$ cat src/rtl/lsu_mem_port.sv
// Load/store memory port: one valid/ready bus transaction per request, with byte lanes,
// load extension and a bus watchdog. Define LSU_MISALIGN_EXC_EN to trap misaligned accesses.
module lsu_mem_port #(
    parameter int unsigned TIMEOUT_CYCLES = 255
) (
    input  logic        CLK,
    input  logic        reset,
    input  logic        req_valid,
    output logic        req_ready,
    input  logic        req_we,
    input  logic [2:0]  req_funct3,
    input  logic [31:0] req_addr,
    input  logic [31:0] req_wdata,
    input  logic [4:0]  req_rd,
    output logic        mem_valid,
    input  logic        mem_ready,
    output logic        mem_we,
    output logic [31:0] mem_addr,
    output logic [31:0] mem_wdata,
    output logic [3:0]  mem_be,
    input  logic [31:0] mem_rdata,
    output logic        resp_valid,
    output logic [31:0] resp_rdata,
    output logic [4:0]  resp_rd,
    output logic        resp_err,
    output logic        busy
);
    typedef enum logic [1:0] {
        IDLE = 2'd0,
        BUS  = 2'd1,
        RESP = 2'd2
    } state_t;

    state_t      state_reg;
    logic [2:0]  funct3_reg;
    logic [1:0]  addr_lo_reg;
    logic [31:0] wd_cnt_reg;

    logic        illegal_next;
    logic        misalign_next;
    logic [3:0]  be_next;
    logic [31:0] wdata_next;
    logic [31:0] load_data_next;
    logic [7:0]  rd_byte [4];
    logic [7:0]  byte_sel;
    logic [15:0] half_sel;
    logic        timeout_hit;

    genvar gi;
    generate
        for (gi = 0; gi < 4; gi++) begin : g_lane
            assign rd_byte[gi] = mem_rdata[8*gi +: 8];
        end
    endgenerate

    assign req_ready = (state_reg == IDLE);
    assign busy      = (state_reg != IDLE);

    // A zero limit disables the watchdog entirely.
    assign timeout_hit = (TIMEOUT_CYCLES != 0) &&
                         (wd_cnt_reg == 32'(TIMEOUT_CYCLES - 1));

    always_comb begin
        illegal_next = req_we ? (req_funct3 >= 3'b011)
                              : ((req_funct3 == 3'b011) || (req_funct3[2:1] == 2'b11));
        misalign_next = 1'b0;
`ifdef LSU_MISALIGN_EXC_EN
        case (req_funct3[1:0])
            2'b01:   misalign_next = req_addr[0];
            2'b10:   misalign_next = |req_addr[1:0];
            default: misalign_next = 1'b0;
        endcase
`endif
        be_next    = 4'b1111;
        wdata_next = req_wdata;
        case (req_funct3[1:0])
            2'b00: begin
                be_next    = 4'b0001 << req_addr[1:0];
                wdata_next = {4{req_wdata[7:0]}};
            end
            2'b01: begin
                be_next    = 4'b0011 << {req_addr[1], 1'b0};
                wdata_next = {2{req_wdata[15:0]}};
            end
            default: begin
                be_next    = 4'b1111;
                wdata_next = req_wdata;
            end
        endcase
        if (!req_we) begin
            be_next    = 4'b1111;
            wdata_next = '0;
        end
    end

    always_comb begin
        byte_sel = rd_byte[addr_lo_reg];
        half_sel = addr_lo_reg[1] ? mem_rdata[31:16] : mem_rdata[15:0];
        case (funct3_reg)
            3'b000:  load_data_next = {{24{byte_sel[7]}}, byte_sel};
            3'b100:  load_data_next = {24'd0, byte_sel};
            3'b001:  load_data_next = {{16{half_sel[15]}}, half_sel};
            3'b101:  load_data_next = {16'd0, half_sel};
            default: load_data_next = mem_rdata;
        endcase
    end

    always_ff @(posedge CLK) begin
        if (!reset) begin
            state_reg   <= IDLE;
            funct3_reg  <= '0;
            addr_lo_reg <= '0;
            wd_cnt_reg  <= '0;
            mem_valid   <= 1'b0;
            mem_we      <= 1'b0;
            mem_addr    <= '0;
            mem_wdata   <= '0;
            mem_be      <= '0;
            resp_valid  <= 1'b0;
            resp_rdata  <= '0;
            resp_rd     <= '0;
            resp_err    <= 1'b0;
        end else begin
            case (state_reg)
                IDLE: begin
                    if (req_valid) begin
                        funct3_reg  <= req_funct3;
                        addr_lo_reg <= req_addr[1:0];
                        resp_rd     <= req_rd;
                        resp_rdata  <= '0;
                        resp_err    <= 1'b0;
                        wd_cnt_reg  <= '0;
                        if (illegal_next || misalign_next) begin
                            resp_valid <= 1'b1;
                            resp_err   <= 1'b1;
                            state_reg  <= RESP;
                        end else begin
                            mem_valid <= 1'b1;
                            mem_we    <= req_we;
                            mem_addr  <= {req_addr[31:2], 2'b00};
                            mem_wdata <= wdata_next;
                            mem_be    <= be_next;
                            state_reg <= BUS;
                        end
                    end
                end
                BUS: begin
                    // A completing mem_ready takes priority over an expiring watchdog.
                    if (mem_ready) begin
                        mem_valid  <= 1'b0;
                        resp_valid <= 1'b1;
                        resp_rdata <= mem_we ? 32'd0 : load_data_next;
                        resp_err   <= 1'b0;
                        state_reg  <= RESP;
                    end else if (timeout_hit) begin
                        mem_valid  <= 1'b0;
                        resp_valid <= 1'b1;
                        resp_rdata <= '0;
                        resp_err   <= 1'b1;
                        state_reg  <= RESP;
                    end else begin
                        wd_cnt_reg <= wd_cnt_reg + 32'd1;
                    end
                end
                RESP: begin
                    resp_valid <= 1'b0;
                    state_reg  <= IDLE;
                end
                default: begin
                    mem_valid  <= 1'b0;
                    resp_valid <= 1'b0;
                    state_reg  <= IDLE;
                end
            endcase
        end
    end
endmodule

$ cat config.mk
export PLATFORM = sky130hd
export DESIGN_NAME = lsu_mem_port
export DESIGN_NICKNAME = d
export VERILOG_FILES = /design/src/rtl/lsu_mem_port.sv
export SDC_FILE = /design/constraint.sdc
export NUM_CORES = 1
export LEC_CHECK = 0
export BUFFER_PORTS_ARGS = -buffer_cell sky130_fd_sc_hd__buf_2
export CAP_MARGIN = 10
export CORE_MARGIN = 1
export CORE_UTILIZATION = 37
export DETAILED_ROUTE_END_ITERATION = 10
export HOLD_SLACK_MARGIN = 0.05
export PLACE_DENSITY_LB_ADDON = 0.1
export SLEW_MARGIN = 20
export SYNTH_ARGS = -nofsm -noshare
export SYNTH_HDL_FRONTEND = slang
export SYNTH_SLANG_ARGS = --single-unit
export TNS_END_PERCENT = 5
$ cat constraint.sdc
create_clock -name CLK -period 2.5 [get_ports CLK]
set_input_delay 0 -clock CLK [delete_from_list [all_inputs] [get_ports CLK]]
set_output_delay 0 -clock CLK [all_outputs]
set_load 0.05 [all_outputs]
# Yosys cells after proc, flatten, opt, wreduce, memory -nomap -nowiden
# Cells that the tools add are included.
# W data, S select, Z words.
word_totals:
  memories: 0
  inputBits: 109
  reg_bits: 146
  latchBits: 0
  out_inout_bits: 111
  mem_bits_ro: 0
  ramBits: 0
op_classes:
  n_shift: 2
  reduce_logical: 13
  mul: 0
  addsub: 1
  div_mod_pow: 0
  n_eq_ne: 15
  mux: 37
  n_lt_le_gt_ge: 2
  n_bitwise: 3
op_table:
  columns: ["op", "count"]
  rows:
  - ["$mux W32", 7]
  - ["$pmux W32 S2", 3]
  - ["$pmux W32 S4", 1]
  - ["$add A32 B1 Y32 const B", 1]
  - ["$eq A32 B8 Y1 const B", 1]
  - ["$bmux W8 S2", 1]
  - ["$mux W16", 1]
  - ["$mux W8", 2]
  - ["$mux W1", 12]
  - ["$reduce_and A3 Y1", 3]
  - ["$mux W2", 4]
  - ["$ne A2 B2 Y1 const B", 4]
  - ["$pmux W4 S2", 1]
  - ["$reduce_and A4 Y1", 2]
  - ["$eq A3 B3 Y1 const B", 2]
  - ["$eq A2 B1 Y1 const B", 2]
  - ["$eq A2 B2 Y1 const B", 2]
  - ["$logic_not A2 Y1", 2]
  - ["$mux W4", 1]
  - ["$pmux W1 S2", 2]
  - ["$pmux W2 S2", 1]
  - ["$reduce_and A2 Y1", 2]
  - ["$reduce_bool A2 Y1", 2]
  - ["$shl A1 B2 Y4 const A", 1]
  - ["12 further kinds", 13]

# Longest topological paths before layout
# Gate-level depths: netlist of run 1.
depth:
  ltp_word: 8
  mapped_depth: 8

# Least setup slack after synthesis of run 1
# OpenSTA, ideal clock, no wires.
synth_path:
  path_type: "flip-flop to flip-flop"
  start: "register state_reg[0]"
  end: "register mem_be[0]"
  arrival_time_ps: 2441
  path_stages_with_launch: 9
  setup_time_ps: 116
  path_slack_ps: -57
  cell_sequence: "dfxtp_1 nor2_1 and2_1 clkbuf_1 and3_1 clkbuf_1 clkbuf_1 o211ai_1 o211a_1"
synth_via:
  elab_chain_len: 2
synth_lines:
  columns: ["item", "line", "rtl"]
  rows:
  - ["start: declaration", "34", "state_t state_reg;"]
  - ["start signal: assignment", "110", "state_reg <= IDLE;"]
  - ["start signal: assignment", "136", "state_reg <= RESP;"]
  - ["start signal: assignment", "143", "state_reg <= BUS;"]
  - ["$logic_not A2 Y1", null, null]
  - ["net req_ready", "9", "output logic req_ready,"]
  - ["$reduce_and A3 Y1 (no source line)", null, null]
  - ["end signal: assignment", "142", "mem_be <= be_next;"]
  - ["end: declaration", "20", "output logic [3:0] mem_be,"]
# The timed path passes the listed nets, and every way through them passes these cells.
# A chain may end at the register's enable or synchronous reset.

# Worst setup path after layout of run 1
layout_path:
  start: "register wd_cnt_reg[2]"
  end: "register wd_cnt_reg[25]"
layout_via:
  elab_chain_len: 4
  elab_cells_between_ends: 7
layout_lines:
  columns: ["item", "line", "rtl"]
  rows:
  - ["start: declaration", "37", "logic [31:0] wd_cnt_reg;"]
  - ["start signal: assignment", "162", "wd_cnt_reg <= wd_cnt_reg + 32'd1;"]
  - ["$add A32 B1 Y32", "162", null]
  - ["$mux W32", "155", "end else if (timeout_hit) begin"]
  - ["$mux W32", "149", "if (mem_ready) begin"]
  - ["$pmux W32 S2", "124", "case (state_reg)"]
# Several ways; a longest one is shown, not always the timed one. The select of a mux whose other input is x is not followed.

==> results.json, run 1 <==
{
  "outcome": "completed",
  "final_nets": 1210,
  "viasPerCell": 5.08,
  "min_from": "req_wdata[15]",
  "p_leak_nw": 4.13,
  "die_area_um2": 18600,
  "r2r-start": "wd_cnt_reg[2]",
  "ys_ff_latch": 146,
  "io_buffers": 217,
  "cts_buffers": 17,
  "ys_async_sr_fraction_pct": 0,
  "ys_types": 54,
  "syn_avg_cell_area_um2": 8.38,
  "cp-startpoint": "wd_cnt_reg[2]",
  "drc": 0,
  "wl_met1_mm": 9.22,
  "endpoint_kind": "register",
  "wire_per_inst_um": 15.3,
  "drt_iter0_markers": 363,
  "max_freq_mhz": 434,
  "drv_slew": 0,
  "first_pass_iters": 5,
  "vias": 6788,
  "clk_pin_slew_ps": 70,
  "required_ps": 2850,
  "fillers": 1628,
  "n_antenna_cell": 0,
  "grt_pass1_vias": 6594,
  "final_core_util_pct": 55.0,
  "arrival_ps": 2660,
  "antenna_left": 0,
  "path_delay_family": "simple AND/OR/NAND/NOR gates",
  "rows": 48,
  "clock_latency_ps": 420,
  "setup_tns_ps": 0,
  "min_period_over_period_pct": 92.2,
  "area_growth_pct": 43.8,
  "criticalPathCategory": "register to register",
  "cts.htree.levels": 4,
  "clock_sinks": 146,
  "post_cts_buffers": 0,
  "cts_buffer_depth": 2,
  "hold_class": "input pin to register",
  "placed_area_um2": 8000,
  "wirelength_mm": 20.4,
  "clockRootBuffer": "clkbuf_16",
  "tightest_slew_ps": 707,
  "peakVddDrop_uv": 504,
  "critPathMaxFanout": 9,
  "max_cap_violations": 0,
  "clock-skew-final_ps": 10.2,
  "start_util_pct": 38.3,
  "synth_ff_type": "dfxtp_1",
  "finalSetupViolations": 0,
  "fin_cells": 1337,
  "syn_area_um2": 6690,
  "die_w_um": 136,
  "yosysMostFrequentCell": "nand2_1",
  "synth_top_area_cell": "dfxtp_1",
  "maxSlewHeadroom_pct": 52.7,
  "synth_top_cells_by_count": "nand2_1 (153), dfxtp_1 (146), a21boi_1 (60), clkbuf_1 (47), nand3_1 (46)",
  "ys_warn_count": 0,
  "power_density_nw_per_um2": 623,
  "placed_cells": 1201,
  "topRoutingLayerUsed": "met4",
  "path_cells": "and4_1 -> nand3_1 -> or4_1 -> or4_1 -> a21oi_1",
  "grt_remaining_overflow": 0,
  "crit_path_frequent_cell": "or4_1",
  "fin_crit_ps": 2310,
  "synth_cells": 798,
  "max_stage_delay_ps": 700,
  "grt_pass1_wl_mm": 32.4,
  "grt_antenna_before_repair": 0,
  "wl_met2_mm": 9.57,
  "fin_area_um2": 9620,
  "cts_tree": "yes",
  "yosys-top-cells-area": "dfxtp_1 (44%), nand2_1 (8.6%), a21boi_1 (6.7%), mux2_2 (3.7%), nand3_1 (3.4%)",
  "rsz0062_at_grt": "false",
  "fp.dieH_um": 136,
  "met3WireLength_mm": 1.32,
  "hold_viol": 0,
  "critPathSlowestCell": "or4_1",
  "crit_buf_inv": 0,
  "routabilityCongestion": 0.791,
  "ios": 220,
  "layout-drive-gt1-share_pct": 26.8,
  "grt_util_all_layers_pct": 22.2,
  "yosysTopAreaCellShare_pct": 43.7,
  "hpwl_mm": 13.3,
  "synth_edf_count": 0,
  "core_um2": 17500,
  "hold_ws_ps": 71.6,
  "grt_max_degree": 74,
  "cp-start-kind": "register",
  "ys_seq_area_share_pct": 43.7
}
what timing repair did:
action                                  in CTS  in global routing
hold buffers                               104                  0
gates resized for setup                      0                  1
endpoints found under the setup margin       0                  1
hold endpoints to repair                   107                  0
cells by family after synthesis:
| group | count (synthesis) | synth area share [%] |
|---|---|---|
| compound gates | 195 | 20.9 |
| xor+xnor | 14 | 1.83 |
| fa+ha+maj | 2 | 0.374 |
| mux | 32 | 5.39 |
| other cells | 1 | 0.0561 |
| buf+inv | 85 | 5.09 |
| simple gates | 323 | 22.6 |
| flops | 146 | 43.7 |
worst reg2reg max path: cells and delay by family (launching register included):
| family | cells | cell delay (ps) |
|---|---|---|
| simple gates | 4 | 1690 |
| flops | 1 | 410 |
| compound gates | 1 | 140 |
path summary, 6_finish.rpt:
check,to,slack (ps),cells past startpoint
max reg2reg,wd_cnt_reg[25],190,5
min reg2reg,mem_wdata[5],450,2
max,wd_cnt_reg[25],190,5
min,mem_wdata[15],70,4
where the power goes:
part / total (W) / switching, W / internal [W]
registers: 0.00246 / 0.0000489 / 0.00241
clock network: 0.00249 / 0.00108 / 0.00141
logic: 0.00104 / 0.000650 / 0.000394
total: 0.00599 / 0.00178 / 0.00422
routing by layer:
| layer | up-vias | GRT usage [%] |
|---|---|---|
| met2 | 206 | 36.5 |
| met5 | - | 0 |
| met4 | 0 | 7.22 |
| met1 | 3155 | 27.4 |
| li1 | 3399 | - |
| met3 | 28 | 6.90 |
layout by cell type (no fill, tap or decap), types with 9 or more instances in the layout:
cell and instances:
nand2_1 153, inv_1 25, nor2_1 35, a21boi_0 14
dlygate4sd3_1 104, nand2b_1 14, a21boi_1 60, o21ai_0 25
clkbuf_16 17, buf_4 18, a21oi_1 17, nor4_1 10
or3_1 12, buf_2 217, nand3_1 45, xnor2_1 13
nand4_1 9, dfxtp_1 146, a221oi_1 10, mux2_2 22
a22o_1 18, mux2i_1 9, nor3_1 12
area by class of cell:
| class | count | area, um2 | share of cell area, % |
|---|---|---|---|
| Tap cell | 225 | 282 | 2.93 |
| Clock inverter | 13 | 129 | 1.34 |
| Inverter | 25 | 93.8 | 0.976 |
| Multi-Input combinational cell | 568 | 3450 | 35.8 |
| Sequential cell | 146 | 2920 | 30.4 |
| Clock buffer | 19 | 443 | 4.61 |
| Timing Repair Buffer | 341 | 2300 | 23.9 |
through the flow:
step / setup WS [ps] / total power [W]
final: 194 / 0.00599
after global routing: 24.3 / 0.00623
after CTS: 206 / 0.00604
after detailed placement: 235 / 0.00342
after global placement: 255 / 0.00342
after floorplan: 211 / 0.00312
No activity file was read; power rests on OpenSTA's default activity.
==> run 2: changes to the inputs <==
==> constraint.sdc (replaced) <==
create_clock -name CLK -period 2.5 [get_ports CLK]
set_input_delay 0.125 -clock CLK [delete_from_list [all_inputs] [get_ports CLK]]
set_output_delay 0.125 -clock CLK [all_outputs]
set_load 0.05 [all_outputs]
==> run 2 against run 1 <==
  * Wire length shrank 2.2%
  * Final cell count fell by 2.2%
  * Via count down 2.9%
  * Clock skew grew 1.4 ps
  * Total power is 1.6% higher
  * Sequential share of layout area up 0.93 points
  * Non-clock buffer count decreased by 29
  * Register-to-register slack about the same
  * Setup slack worse by 2.8 ps
  * Critical path depth stayed put
  * Die area unchanged
  * Critical path type unchanged
  * Largest cell class unchanged
  * Largest power group unchanged
  * Highest routed layer unchanged
==> results.json, run 2 (same netlist as run 1, synthesis figures left out) <==
{
  "wire_per_inst_um": 15.3,
  "first_pass_iters": 4,
  "max_freq_mhz": 433,
  "clock_sinks": 146,
  "grt_max_degree": 88,
  "grt_util_all_layers_pct": 21.7,
  "cts_buffers": 17,
  "setup_tns_ps": 0,
  "fp.dieH_um": 136,
  "switchingPower_w": 0.00182,
  "p_leak_nw": 4.01,
  "hold_class": "input pin to register",
  "core_um2": 17500,
  "start_util_pct": 38.3,
  "ios": 220,
  "grt_pass1_vias": 6165,
  "cts.htree.levels": 4,
  "wirelength_mm": 20.0,
  "n_antenna_cell": 0,
  "cts_hold_buffers": 70,
  "power_density_nw_per_um2": 652,
  "most-common-layout-cells": "buf_2 (217), nand2_1 (153), dfxtp_1 (146), dlygate4sd3_1 (70), a21boi_1 (60)",
  "outcome": "completed",
  "layout-drive-gt1-share_pct": 28.1,
  "finalPower_w": 0.00608,
  "tightest_slew_ps": 775,
  "path_delay_family": "simple AND/OR/NAND/NOR gates",
  "io_buffers": 217,
  "drc": 0,
  "cp-start-kind": "register",
  "hpwl_mm": 13.4,
  "viasPerCell": 5.04,
  "final_nets": 1181,
  "critPathMaxFanout": 9,
  "pwr-share-clk_pct": 43.2,
  "cts_buffer_depth": 2,
  "max_cap_violations": 0,
  "clock_latency_ps": 430,
  "area_growth_pct": 39.5,
  "finalSetupViolations": 0,
  "vias": 6593,
  "pwr-share-seq_pct": 40.3,
  "power_frac_comb_pct": 16.5,
  "clk_pin_slew_ps": 70,
  "final_core_util_pct": 53.4,
  "endpoint_kind": "register",
  "antenna_left": 0,
  "cts_tree": "yes",
  "routabilityCongestion": 0.771,
  "die_w_um": 136,
  "multi_input_area_um2": 3450,
  "grt_remaining_overflow": 0,
  "clock-skew-final_ps": 11.6,
  "p_int_w": 0.00427,
  "crit_buf_inv": 0,
  "fin_crit_ps": 2310,
  "rsz0062_at_grt": "false",
  "drt_iter0_markers": 307,
  "clockRootBuffer": "clkbuf_16",
  "fillers": 1674,
  "max_stage_delay_ps": 690,
  "rows": 48,
  "arrival_ps": 2670,
  "path_cells": "and4_1 -> nand3_1 -> or4_1 -> or4_1 -> a21oi_1",
  "post_cts_buffers": 0,
  "required_ps": 2860,
  "ff_latch_area_um2": 2920,
  "swShare_pct": 29.9,
  "criticalPathCategory": "register to register",
  "min_period_over_period_pct": 92.3,
  "hold_viol": 0,
  "critPathSlowestCell": "or4_1",
  "maxSlewHeadroom_pct": 48.3,
  "die_area_um2": 18600,
  "grt_pass1_wl_mm": 31.7,
  "crit_path_frequent_cell": "or4_1",
  "peakVddDrop_uv": 626,
  "setup_slack_ps": 192,
  "place_ws_ps": 211,
  "drv_slew": 0,
  "final_common_cell": "buf_2",
  "grt_antenna_before_repair": 0,
  "cts_resized": 0
}
[run 2: cell count changes in the layout (fill, tap and decap cells not counted), sizes merged]
| cell | previous run | this run |
|---|---|---|
| inv | 28 | 31 |
| bufinv | 1 | 2 |
| clkbuf | 19 | 17 |
| buf | 237 | 242 |
| clkinvlp | 1 | 5 |
| clkinv | 8 | 2 |
| dlygate4sd3 | 104 | 70 |
[run 2: routing by layer]
layer,vias up,part of all wire [%],GRT usage (%)
met5,-,0,0
met4,0,0.71,5.31
met3,12,7.3,7.76
met2,179,47,35.7
met1,3056,45,26.9
li1,3346,-,-
[run 2: metrics by stage]
step	hold slack [ps]	area (um2)	std cells
detailed placement	371	8030	1206
CTS	67.7	9330	1308
global route	115	9330	1308
floorplan	260	6700	799
global placement	365	8030	1206
finish	86.7	9330	1308
[run 2: final timing paths]
path	slack, ps	cells past startpoint	to	startpoint
max	190	5	wd_cnt_reg[25]	wd_cnt_reg[2]
min	90	4	resp_err	mem_ready
max reg2reg	190	5	wd_cnt_reg[25]	wd_cnt_reg[2]
min reg2reg	440	2	mem_wdata[11]	mem_wdata[11]
[run 2: power by group through the flow]
stage | Clock, W | Combinational (W) | Sequential (W)
2_1_floorplan | 0 | 0.000376 | 0.00275
3_3_place_gp | 0 | 0.000918 | 0.00250
3_5_place_dp | 0 | 0.000917 | 0.00250
4_1_cts | 0.00268 | 0.00100 | 0.00245
5_1_grt | 0.00278 | 0.00108 | 0.00246
6_report | 0.00263 | 0.00100 | 0.00245
[run 2: worst reg2reg max path, cell delays in order (launching register included)]
cell	delay (ps)
dfxtp_1	410
and4_1	300
nand3_1	260
or4_1	690
or4_1	440
a21oi_1	150
[run 2: area by class of cell]
cell class | count | share of cell area (%)
inverter | 25 | 1.01
tap | 225 | 3.02
clock inverter | 15 | 1.88
multi-input combinational | 568 | 36.9
timing repair buffer | 312 | 21.3
clock buffer | 17 | 4.56
sequential | 146 | 31.3
==> run 3: changes to the inputs <==
--- a/config.mk
+++ b/config.mk
@@ -8,7 +8,7 @@
 export BUFFER_PORTS_ARGS = -buffer_cell sky130_fd_sc_hd__buf_2
 export CAP_MARGIN = 10
 export CORE_MARGIN = 1
-export CORE_UTILIZATION = 37
+export CORE_UTILIZATION = 40
 export DETAILED_ROUTE_END_ITERATION = 10
 export HOLD_SLACK_MARGIN = 0.05
 export PLACE_DENSITY_LB_ADDON = 0.1
==> run 3 against run 2 <==
  * Combinational power hardly changed
  * Setup slack got worse by 33 ps
  * Clock skew fell by 2.7 ps
  * Total power rose by 1.7%
  * Clock-buffer cell count is the same
  * Hold slack got worse by 11 ps
  * Largest power group unchanged
  * Final cell count fell by 1.1%
  * Register-to-register slack lost 30 ps
  * Sequential power hardly changed
  * Critical path depth stayed put
  * Largest cell class unchanged
  * Critical endpoint unchanged
  * Highest routed layer unchanged
==> results.json, run 3 (same netlist as run 1, synthesis figures left out) <==
{
  "power_density_nw_per_um2": 663,
  "routabilityCongestion": 0.810,
  "cts_buffers": 17,
  "clockRootBuffer": "clkbuf_16",
  "critPathMaxFanout": 9,
  "drv_slew": 0,
  "grt_max_degree": 65,
  "layout-drive-gt1-share_pct": 27.9,
  "endpoint_kind": "register",
  "vias": 6607,
  "rsz0062_at_grt": "false",
  "wirelength_mm": 19.6,
  "finalSetupViolations": 0,
  "tightest_slew_ps": 712,
  "clock_sinks": 146,
  "hold_viol": 0,
  "cp-startpoint": "wd_cnt_reg[2]",
  "cts.htree.levels": 4,
  "reg2reg_slack_ps": 160,
  "use_met2_pct": 36.7,
  "crit_path_frequent_cell": "or4_1",
  "grt_antenna_before_repair": 1,
  "most-common-layout-cells": "buf_2 (217), nand2_1 (153), dfxtp_1 (146), dlygate4sd3_1 (68), a21boi_1 (60)",
  "outcome": "completed",
  "setup_tns_ps": 0,
  "wire_per_inst_um": 15.1,
  "final_core_util_pct": 57.9,
  "die_w_um": 131,
  "arrival_ps": 2680,
  "maxSlewHeadroom_pct": 52.4,
  "post_cts_buffers": 0,
  "start_util_pct": 41.5,
  "max_cap_violations": 0,
  "grtUsageMet1_pct": 29.0,
  "fillers": 1563,
  "io_buffers": 217,
  "criticalPathCategory": "register to register",
  "placed_cells": 1193,
  "r2r-start": "wd_cnt_reg[2]",
  "finalPower_w": 0.00618,
  "grt_remaining_overflow": 0,
  "peakVddDrop_uv": 515,
  "fp.dieH_um": 131,
  "max_stage_delay_ps": 710,
  "final_common_cell": "buf_2",
  "fin_crit_ps": 2340,
  "antenna_left": 0,
  "grt_util_met3_pct": 7.33,
  "max_freq_mhz": 427,
  "min_period_over_period_pct": 93.7,
  "final_nets": 1175,
  "drc": 0,
  "clk_pin_slew_ps": 60,
  "path_cells": "and4_1 -> nand3_1 -> or4_1 -> or4_1 -> a21oi_1",
  "fin_cells": 1294,
  "first_pass_iters": 5,
  "cts_buffer_depth": 2,
  "grt_util_all_layers_pct": 23.0,
  "reg2reg_to": "wd_cnt_reg[25]",
  "rows": 46,
  "area_growth_pct": 39.5,
  "hpwl_mm": 13.2,
  "drt_iter0_markers": 375,
  "die_area_um2": 17200,
  "cp-start-kind": "register",
  "grt_pass1_wl_mm": 32.2,
  "grt_pass1_vias": 6349,
  "viasPerCell": 5.11,
  "p_leak_nw": 4.02,
  "grt.busiest_layer": "met2",
  "required_ps": 2840,
  "clock_latency_ps": 420,
  "hold_class": "input pin to register",
  "ios": 220,
  "clock-skew-final_ps": 8.90,
  "worstSetupEndpoint": "wd_cnt_reg[25]",
  "core_um2": 16100,
  "critPathSlowestCell": "or4_1",
  "cts_tree": "yes",
  "worst-r2r-cell-count": 5
}
[run 3: changes by cell type in the layout (fill, tap and decap cells not counted), moves of 2 or more]
cell and delta:
clkinv_4 +4, clkinvlp_4 -4, dlygate4sd3_1 -2, inv_8 -3, buf_12 +2, bufinv_16 +2, buf_4 -6, clkinv_2 +2
[run 3: area by class of cell]
class / count / area [um2] / share of cell area (%)
Timing Repair Buffer: 306 / 1960 / 21.0
Antenna cell: 1 / 2.50 / 0.0268
Tap cell: 216 / 270 / 2.90
Multi-Input combinational cell: 568 / 3450 / 36.9
Sequential cell: 146 / 2920 / 31.3
Clock buffer: 17 / 425 / 4.56
Inverter: 25 / 93.8 / 1.01
Clock inverter: 15 / 208 / 2.23
[run 3: worst min-delay path by stage]
stage	slack (ps)	cells past startpoint	from	endpoint
2_1_floorplan	260	2	req_addr[10]	mem_addr[10]
3_3_place_gp	370	3	req_addr[9]	mem_addr[9]
3_5_place_dp	370	3	req_addr[3]	mem_addr[3]
4_1_cts	60	4	mem_ready	resp_err
5_1_grt	110	4	mem_ready	resp_err
6_report	80	4	mem_ready	resp_err
[run 3: critical path, delay by kind of cell, from the launching register on]
family	cells	cell delay, ps
simple gates	4	1700
flops	1	410
compound gates	1	160
[run 3: power by group]
group / switching [W] / total (W) / internal (W) / leakage (nW)
combinational: 0.000637 / 0.000996 / 0.000359 / 2.52
clock: 0.00105 / 0.00273 / 0.00168 / 0.308
sequential: 0.0000499 / 0.00246 / 0.00241 / 1.18
[run 3: metrics by stage]
step                hold slack [ps]  cell area, um2  setup slack [ps]
floorplan                       260            6700               211
global placement                366            8010               254
detailed placement              370            8010               190
CTS                            57.5            9330               174
global route                    112            9330              46.9
finish                         75.8            9330               159
[run 3: routing by layer]
| metal | part of all wire (%) | routed length (um) |
|---|---|---|
| met5 | 0 | 0 |
| met3 | 7.2 | 1400 |
| met1 | 45 | 8730 |
| met2 | 47 | 9130 |
| met4 | 1.6 | 305 |
[run 3: what timing repair did]
action	CTS	global route
resized for setup	0	0
hold endpoints to repair	68	0
hold buffers	68	0
